`src/rtl/perfil_pasos_pkg.sv`:
```
// Shared definitions for the stepper motion-profile generator.
// Holds the FSM state encoding and the default timing constants
// (in clk cycles at 50 MHz) used by perfil_pasos_motor.
package perfil_pasos_pkg;

    typedef enum logic [2:0] {
        ST_IDLE   = 3'd0,
        ST_ACCEL  = 3'd1,
        ST_CRUISE = 3'd2,
        ST_DECEL  = 3'd3,
        ST_DONE   = 3'd4
    } state_t;

    localparam int CLK_HZ_DEF  = 50_000_000;
    localparam int P_START_DEF = 250_000;   // 200 Hz first/last step
    localparam int P_MIN_DEF   = 100_000;   // 500 Hz cruise, motor limit
    localparam int P_DELTA_DEF = 10_000;    // interval change per ramp step

endpackage

```
`src/rtl/temporizador_paso.sv`:
```
// Step interval timer: loadable down-counter with a one-cycle expiry strobe.
// Ports:
//   clk, rst   - clock and asynchronous active-high reset
//   clr        - synchronous clear of the count (wins over load)
//   load       - load load_val into the count (wins over counting)
//   load_val   - interval in clk cycles
//   en         - counting enable
//   expire     - high in the cycle where the count is 1, i.e. the next
//                edge is the step edge
module temporizador_paso
    import perfil_pasos_pkg::*;
#(
    parameter int PER_W = 18
) (
    input  logic             clk,
    input  logic             rst,
    input  logic             clr,
    input  logic             load,
    input  logic [PER_W-1:0] load_val,
    input  logic             en,
    output logic             expire
);

    logic [PER_W-1:0] count_reg;

    always_ff @(posedge clk or posedge rst) begin
        if (rst) begin
            count_reg <= '0;
        end else if (clr) begin
            count_reg <= '0;
        end else if (load) begin
            count_reg <= load_val;
        end else if (en && count_reg != '0) begin
            count_reg <= count_reg - 1'b1;
        end
    end

    // Loading N at an edge makes expire high N-1 cycles later, so the
    // owner's registered strobe lands exactly N edges after the load.
    assign expire = en && !clr && (count_reg == PER_W'(1));

endmodule

```
`src/rtl/perfil_pasos_motor.sv`:
```
// Trapezoidal/triangular motion-profile step generator for the 28BYJ-48.
// Emits one-clk step strobes whose spacing ramps from P_START down to P_MIN,
// cruises, and ramps back up, moving exactly the latched step count.
// Ports:
//   clk, rst      - clock and asynchronous active-high reset
//   start         - move request, taken only in IDLE
//   direcc        - direction, latched with start
//   target_steps  - steps to move, latched with start
//   abort         - immediate stop, no done strobe
//   step_pulse    - one-clk strobe per step
//   direcc_out    - latched direction for the whole move
//   busy          - move in progress
//   done          - one-clk strobe after a completed move
//   steps_done    - steps issued in the current or last move
module perfil_pasos_motor
    import perfil_pasos_pkg::*;
#(
    parameter int CLK_HZ  = CLK_HZ_DEF,
    parameter int STEP_W  = 12,
    parameter int PER_W   = 18,
    parameter int P_START = P_START_DEF,
    parameter int P_MIN   = P_MIN_DEF,
    parameter int P_DELTA = P_DELTA_DEF
) (
    input  logic              clk,
    input  logic              rst,
    input  logic              start,
    input  logic              direcc,
    input  logic [STEP_W-1:0] target_steps,
    input  logic              abort,
    output logic              step_pulse,
    output logic              direcc_out,
    output logic              busy,
    output logic              done,
    output logic [STEP_W-1:0] steps_done
);

    localparam logic [PER_W-1:0] PS = PER_W'(P_START);
    localparam logic [PER_W-1:0] PM = PER_W'(P_MIN);
    localparam logic [PER_W:0]   PD_W = (PER_W+1)'(P_DELTA);

    state_t            state_reg;
    logic [STEP_W-1:0] target_reg;
    logic [STEP_W-1:0] ramp_reg;
    logic [PER_W-1:0]  period_reg;

    logic              running;
    logic              expire;
    logic              accept;
    logic [STEP_W-1:0] steps_inc;
    logic [STEP_W-1:0] rem;
    logic              decel_sel;
    logic [PER_W:0]    up_wide;
    logic [PER_W-1:0]  period_up;
    logic [PER_W-1:0]  period_down;
    logic [PER_W-1:0]  period_next;
    logic [STEP_W-1:0] ramp_next;
    logic              timer_load;
    logic [PER_W-1:0]  timer_val;

    assign running   = (state_reg == ST_ACCEL) || (state_reg == ST_CRUISE) ||
                       (state_reg == ST_DECEL);
    assign accept    = (state_reg == ST_IDLE) && start;
    assign steps_inc = steps_done + 1'b1;
    assign rem       = target_reg - steps_inc;

    // Remaining steps no more than the steps spent accelerating means the
    // ramp-down has to begin now to arrive at P_START on the last step.
    assign decel_sel = (rem <= ramp_reg) || (state_reg == ST_DECEL);

    // Widened sums so the clamps never see a wrapped value.
    assign up_wide     = {1'b0, period_reg} + PD_W;
    assign period_up   = (up_wide > {1'b0, PS}) ? PS : up_wide[PER_W-1:0];
    assign period_down = ({1'b0, period_reg} < ({1'b0, PM} + PD_W)) ?
                         PM : (period_reg - PER_W'(P_DELTA));

    always_comb begin
        period_next = period_reg;
        ramp_next   = ramp_reg;
        if (decel_sel) begin
            period_next = period_up;
            ramp_next   = (ramp_reg == '0) ? '0 : ramp_reg - 1'b1;
        end else if (state_reg == ST_ACCEL) begin
            period_next = period_down;
            ramp_next   = ramp_reg + 1'b1;
        end
    end

    // The timer is reloaded on the accept edge and on every step edge that
    // does not finish the move; abort clears it so no stale strobe remains.
    always_comb begin
        timer_load = 1'b0;
        timer_val  = PS;
        if (accept && target_steps != '0) begin
            timer_load = 1'b1;
        end else if (running && !abort && expire && rem != '0) begin
            timer_load = 1'b1;
            timer_val  = period_next;
        end
    end

    temporizador_paso #(
        .PER_W (PER_W)
    ) u_timer (
        .clk      (clk),
        .rst      (rst),
        .clr      (running && abort),
        .load     (timer_load),
        .load_val (timer_val),
        .en       (running),
        .expire   (expire)
    );

    always_ff @(posedge clk or posedge rst) begin
        if (rst) begin
            state_reg  <= ST_IDLE;
            target_reg <= '0;
            ramp_reg   <= '0;
            period_reg <= PS;
            step_pulse <= 1'b0;
            direcc_out <= 1'b0;
            busy       <= 1'b0;
            done       <= 1'b0;
            steps_done <= '0;
        end else begin
            step_pulse <= 1'b0;
            done       <= 1'b0;
            case (state_reg)
                ST_IDLE: begin
                    if (start) begin
                        direcc_out <= direcc;
                        target_reg <= target_steps;
                        steps_done <= '0;
                        ramp_reg   <= '0;
                        period_reg <= PS;
                        if (target_steps == '0) begin
                            state_reg <= ST_DONE;
                        end else begin
                            state_reg <= ST_ACCEL;
                            busy      <= 1'b1;
                        end
                    end
                end
                ST_DONE: begin
                    // start is ignored here; the strobe follows the DONE cycle.
                    state_reg <= ST_IDLE;
                    busy      <= 1'b0;
                    done      <= !abort;
                end
                default: begin
                    if (abort) begin
                        state_reg <= ST_IDLE;
                        busy      <= 1'b0;
                    end else if (expire) begin
                        step_pulse <= 1'b1;
                        steps_done <= steps_inc;
                        if (rem == '0) begin
                            state_reg <= ST_DONE;
                            busy      <= 1'b0;
                        end else begin
                            period_reg <= period_next;
                            ramp_reg   <= ramp_next;
                            if (decel_sel) begin
                                state_reg <= ST_DECEL;
                            end else if (state_reg == ST_ACCEL &&
                                         period_down == PM) begin
                                state_reg <= ST_CRUISE;
                            end
                        end
                    end
                end
            endcase
        end
    end

    // Parameter sanity, simulation only.
    always @(posedge clk) begin
        if (!rst) begin
            assert (CLK_HZ > 0 && P_MIN >= 2 && P_START >= P_MIN)
            else $error("perfil_pasos_motor: invalid timing parameters");
        end
    end

endmodule

```
`config.mk`:
```
export PLATFORM = sky130hd
export DESIGN_NAME = perfil_pasos_motor
export DESIGN_NICKNAME = d
export VERILOG_FILES = /design/src/rtl/perfil_pasos_pkg.sv /design/src/rtl/temporizador_paso.sv /design/src/rtl/perfil_pasos_motor.sv
export SDC_FILE = /design/constraint.sdc
export NUM_CORES = 1
export LEC_CHECK = 0
export CORE_UTILIZATION = 35
export DETAILED_ROUTE_END_ITERATION = 10
export DONT_BUFFER_PORTS = 1
export PLACE_DENSITY_LB_ADDON = 0.08
export SYNTH_ARGS = -nofsm -noshare
export SYNTH_HDL_FRONTEND = slang
export SYNTH_SLANG_ARGS = --single-unit
```
`constraint.sdc`:
```
create_clock -name clk -period 5.2 [get_ports clk]
set_clock_uncertainty 0.2 [all_clocks]
set_input_delay 1.04 -clock clk [delete_from_list [all_inputs] [get_ports clk]]
set_output_delay 1.04 -clock clk [all_outputs]
set_load 0.01 [all_outputs]
```
---- Word level (Yosys, flattened, before mapping) ----
Cells that the tools add are included.
storage, ports and cells
  input port bits ......................... 17
  flip-flop bits (word level) ............. 79
cells by class
  $lt $le $gt $ge ......................... 3
  $add $sub $neg .......................... 7
  bitwise logic cells ..................... 1
  equality and inequality tests ........... 10
  multiplexer cells ....................... 45
  reduce and logical (&&, ||, !) cells .... 35
operator list
  kind                      number
  $mux W18                  13
  $mux W12                  9
  $pmux W12 S2              2
  $logic_not A12 Y1         3
  $pmux W18 S2              1
  $add A12 B1 Y12 const B   2
  $reduce_bool A12 Y1       2
  $mux W3                   7
  $add A18 B14 Y19 const B  1
  $gt A19 B18 Y1 const B    1
  $eq A18 B1 Y1 const B     1
  $eq A18 B17 Y1 const B    1
  $lt A18 B17 Y1 const B    1
  $reduce_bool A18 Y1       1
  $sub A18 B1 Y18 const B   1
  $sub A18 B14 Y18 const B  1
  $le A12 B12 Y1            1
  $sub A12 B1 Y12 const B   1
  $sub A12 B12 Y12          1
  $mux W1                   11
  $logic_and A1 B1 Y1       10
  $reduce_and A4 Y1         2
  $reduce_bool A4 Y1        2
  $eq A3 B2 Y1 const B      2
  18 further kinds          24

---- Depth between registers and ports, before layout ----
  depth in word-level cells ............... 13
  mapped depth ............................ 22
  mapped depth without buffers ............ 20

---- Modules after synthesis ----
A second synthesis with hierarchy kept.
unflattened totals
  cell total of the unflattened synthesis .. 831
  area total of the unflattened synthesis .. 6,532.5 um^2
by module, submodules not included
  module              cells each  area each (um^2)  instances  sequential area each (um^2)
  perfil_pasos_motor  684         5,216.3           1          1,535.2
  temporizador_paso   147         1,316.3           1          450.4

---- Worst setup path before layout ----
OpenSTA, ideal clock, no wires.
  path kind ............................... reg2reg
  start point ............................. register steps_done[0]
  end point ............................... register u_timer.count_reg[15]
  arrival ................................. 4.648 ns
  path buffers ............................ 2
  setup time .............................. 0.126 ns
  cell stages (with the launch flop) ...... 23
  setup slack ............................. 0.226 ns
  cells stage by stage .................... dfrtp_1 ha_1 nand3_1 nor2_1 nand4_1 xor2_1 ha_1 a21oi_1 nor2_1 a211oi_1 o21ai_0 xor2_1 ha_1 nand3_1 nor4_1 a211o_1 a21oi_1 clkbuf_1 clkbuf_1 nand3_1 o311ai_0 o211ai_1 a221o_1
on the way
  cells in the longest elaborated chain, start to end .. 9
  elaborated cells on any way between the ends .. 14
  classes of those cells .................. add/sub: 2; order compare: 1; mux: 7; reduce/logical: 4
RTL lines
  item                    RTL line                   text
  start, declared         perfil_pasos_motor.sv:35   output logic [STEP_W-1:0] steps_done
  start signal, assigned  perfil_pasos_motor.sv:156  steps_done <= steps_inc;
  $add A12 B1 Y12 *       perfil_pasos_motor.sv:64   assign steps_inc = steps_done + 1'b1;
  $sub A12 B12 Y12 *      perfil_pasos_motor.sv:65   assign rem = target_reg - steps_inc;
  $le A12 B12 Y1          perfil_pasos_motor.sv:69   assign decel_sel = (rem <= ramp_reg) || (state_reg == ST_DECEL);
  $logic_or A1 B1 Y1      perfil_pasos_motor.sv:69
  $mux W18                perfil_pasos_motor.sv:80   if (decel_sel) begin
  $mux W18                perfil_pasos_motor.sv:96   end else if (running && !abort && expire && rem != '0) begin
  $mux W18                perfil_pasos_motor.sv:94   if (accept && target_steps != '0) begin
  $mux W18                temporizador_paso.sv:31    end else if (load) begin
  $mux W18                temporizador_paso.sv:29    end else if (clr) begin
  end signal, assigned    temporizador_paso.sv:32    count_reg <= load_val;
  end signal, assigned    temporizador_paso.sv:34    count_reg <= count_reg - 1'b1;
  end, declared           temporizador_paso.sv:24    logic [PER_W-1:0] count_reg;
Every way passes the cells marked *; elsewhere a longest branch is shown, timed or not.
A chain may end at the register's enable or synchronous reset.

---- Worst setup path after layout ----
  start point ............................. register steps_done[0]
  end point ............................... register ramp_reg[10]
on the way
  cells in the longest elaborated chain, start to end .. 9
  elaborated cells on any way between the ends .. 13
  classes of those cells .................. add/sub: 2; order compare: 1; eq/ne: 1; mux: 5; reduce/logical: 4
RTL lines
  item                  RTL line                   text
  $add A12 B1 Y12 *     perfil_pasos_motor.sv:64
  $sub A12 B12 Y12 *    perfil_pasos_motor.sv:65
  $le A12 B12 Y1        perfil_pasos_motor.sv:69
  $logic_or A1 B1 Y1    perfil_pasos_motor.sv:69
  $mux W12              perfil_pasos_motor.sv:80
  $mux W12              perfil_pasos_motor.sv:157  if (rem == '0) begin
  $mux W12              perfil_pasos_motor.sv:154  end else if (expire) begin
  $mux W12              perfil_pasos_motor.sv:151  if (abort) begin
  $pmux W12 S2          perfil_pasos_motor.sv:128  case (state_reg)
  end signal, assigned  perfil_pasos_motor.sv:162  ramp_reg <= ramp_next;
  end, declared         perfil_pasos_motor.sv:44   logic [STEP_W-1:0] ramp_reg;
Every way passes the cells marked *; elsewhere a longest branch is shown, timed or not. The select of a mux whose other input is x is not followed.

==> summary.md <==
| Metric | Value |
|---|---|
| Area Overhead vs Synth | `10.6%` |
| Cell Area, Synth | `0.00650 mm2` |
| Num ports | `33` |
| CTS sink count | `79` |
| DP Cell Count | `1012` |
| Sw frac | `48.7%` |
| P_sw | `2.22 mW` |
| Placeable Area | `0.0181 mm2` |
| M1 WL | `9.25 mm` |
| Die Ht | `138 um` |
| Worst Setup Start Kind | `register` |
| Combinational Power Share | `62.5%` |
| Mapped Nets | `854` |
| Die area | `0.0191 mm2` |
| Multi-input logic area | `0.00426 mm2` |
| Total chip power | `4.57 mW` |
| CP Class | `reg -> reg` |
| Reg clk slew, reported paths | `70 ps` |
| Crit-path max FO | `9` |
| DP Worst Slack | `-69.5 ps` |
| Share of layout cells above drive strength 1 | `11.5%` |
| Clk root buf | `clkbuf_16` |
| RePlAce Congestion | `0.890` |
| Max-slew violation count | `0` |
| Post-synth ARST share | `100%` |
| Post-Route Hold Slack | `320 ps` |
| Fill cells | `1847` |
| Worst VDD drop | `259 uV` |
| Post-synth EDFFs | `0` |
| Crit path launch | `steps_done[0]` |
| Final wirelength | `20.5 mm` |
| Status | `finished, final reports clean` |
| Synth Flop Type | `dfrtp_1` |
| Final core utilization | `39.8%` |
| Met3 wire len | `705 um` |
| Total track usage | `21.6%` |
| Hold Fails Final Rpt | `0` |
| Antenna fix cells | `0` |
| Highest Clock Rate | `201 MHz` |
| Power per standard cell area | `635 mW/mm2` |
| Starting density of the core | `36.0%` |
| Vias in the first global route | `6120` |
| Finished Layout Cells | `1029` |
| Top layer in use | `met4` |
| CP Capture Type | `register` |
| DRT iter0 DRCs | `483` |
| Crit share post-route | `95.6%` |
| Routed wl met2 | `10.0 mm` |
| Post-synthesis cell type count | `82` |
| Initial antenna violation count | `0` |
| Req. time, crit path | `5230 ps` |
| # setup viols final | `0` |
| Most frequent cells in the layout | `72 x dfrtp_1, 63 x nand2_1, 51 x nand3_1` |
| H-tree depth | `3` |
| Hold Crit Start | `period_reg[2]` |
| YS warnings | `0` |
| Hold Buf Count CTS | `0` |
| # rows | `49` |
| Mean Syn Cell Area | `8.09 um2` |
| Most common cell after layout, fill and taps aside | `dfrtp_1` |
| Routed Antenna Nets | `0` |
| Global-route wire length before repair | `33.0 mm` |
| Worst skew pair latency | `350 ps` |
| DP HPWL | `15.0 mm` |
| Final setup margin | `231 ps` |
| Via count | `6245` |
| DR pass1 iterations | `5` |
| FF/Latch Area | `0.00199 mm2` |
| Worst Max-Slew Pin Slew | `975 ps` |
| Crit path time final | `4970 ps` |
| DIE WIDTH | `138 um` |
| I/O Buffers | `0` |
| Worst R2R Start | `steps_done[0]` |
| Hold/Removal Path Class | `reg -> reg` |
| Largest net degree at the start of global routing | `41` |
| Vias per inst | `6.07` |
| Max_cap viols | `0` |
| Global route overflow | `0` |
| Seq/Total Area, Yosys | `30.5%` |
| Clk buf depth | `2` |
| Drt wl/cell | `19.9 um` |
| CTS Buf Count | `9` |
| Part of the power in registers | `22.1%` |
| TritonCTS clock tree | `done` |
| Gate count of the mapped netlist | `804` |
| P_leak | `2.93 nW` |
| Yosys reg bits | `79` |
| Worst path arrival time | `5000 ps` |
| # DRC | `0` |
| Clock share of power | `15.4%` |
| Final Net Count | `845` |
| Slew headroom | `34.4%` |
| Int Pwr | `2.34 mW` |
-- per-stage QoR --
stage	setup TNS, ps	instance area, um2
6_report	0	7190
5_1_grt	-85.3	7190
4_1_cts	0	7120
2_1_floorplan	0	6500
3_5_place_dp	-313	6800
3_3_place_gp	0	6800
-- Yosys cell counts (4+ instances only) --
master,number,area share (%)
or3_1,10,0.96
o21ai_0,50,3.8
clkbuf_1,33,1.9
o211a_1,4,0.62
nor4_1,20,1.9
or2_2,4,0.38
a21o_1,14,1.6
a31oi_1,10,0.96
nand2b_1,6,0.58
o22ai_1,4,0.38
nor3b_1,5,0.58
xor2_1,16,2.2
xnor2_1,18,2.4
and2_1,7,0.67
o2111ai_1,4,0.54
o211ai_1,17,2.0
a22o_1,5,0.67
or4_1,4,0.46
mux2_2,12,2.1
a22oi_1,6,0.69
o21ai_1,13,1.0
nand4_1,13,1.3
a211o_1,5,0.67
a211oi_1,8,0.92
and3_1,16,1.5
inv_1,36,2.1
nand2_1,63,3.6
o31ai_1,6,0.69
nor3_1,36,2.8
nand3_1,51,3.9
ha_1,32,6.2
nor2_1,51,2.9
dfstp_2,7,2.8
o21a_1,12,1.4
dfrtp_1,72,28
mux2i_1,5,0.77
buf_2,8,0.62
nor2b_1,5,0.48
a21oi_1,51,3.9
-- worst max-delay path, cell delays in order (launching register included) --
cell and delay (ps):
dfrtp_1 350, ha_1 230, nand3_1 150, nor2_2 170, nand2_1 80, xor2_1 170, ha_1 300, a21o_1 180
or2_1 260, o21ai_1 150, xor2_1 260, inv_1 80, ha_1 300, nand3_1 160, o22ai_1 280, nor3b_2 100
buf_4 160, a211o_1 390, o211a_4 220, buf_4 170, and3_1 140, or3_1 350
-- cells by family after synthesis --
group           Yosys count  synth area share, %
simple gates            304                 23.9
compound gates          254                 26.6
buf+inv                  83                 5.14
flops                    79                 30.5
xor+xnor                 34                 4.58
fa+ha+maj                33                 6.47
mux                      17                 2.85
-- routing by layer --
| metal | up-vias | track usage (%) |
|---|---|---|
| met5 | - | 0 |
| met4 | 0 | 7.81 |
| met3 | 34 | 3.05 |
| met2 | 182 | 36.3 |
| met1 | 3025 | 28.2 |
| li1 | 3004 | - |
-- path summary, 6_finish.rpt --
check | to | slack [ps] | cells past startpoint
min | period_reg[2] | 320 | 1
max | ramp_reg[10] | 230 | 21
max in group asynchronous | target_reg[11] | 3250 | 2
max reg2reg | ramp_reg[10] | 230 | 21
min in group asynchronous | u_timer.count_reg[3] | 500 | 1
min reg2reg | period_reg[2] | 320 | 1
-- layout make-up --
class	instances	share of cell area (%)
Multi-Input combinational cell	642	59.2
Sequential cell	79	27.6
Tap cell	229	3.98
Clock buffer	10	3.18
Timing Repair Buffer	26	2.77
Inverter	37	1.97
Clock inverter	6	1.31
-- power by group through the flow --
stage,clock network [mW],logic (mW),registers (mW)
2_1_floorplan,0,2.03,0.915
3_3_place_gp,0,2.69,1.01
3_5_place_dp,0,2.70,1.01
4_1_cts,0.724,2.72,1.00
5_1_grt,0.743,3.15,1.03
6_report,0.705,2.85,1.01
-- what timing repair did --
action,in CTS,in global routing
gates resized for setup,1,15
pin swaps,0,2
setup buffers,0,1
gates cloned,0,0
setup endpoints to repair,11,50
(Power assumes the default switching activity.)
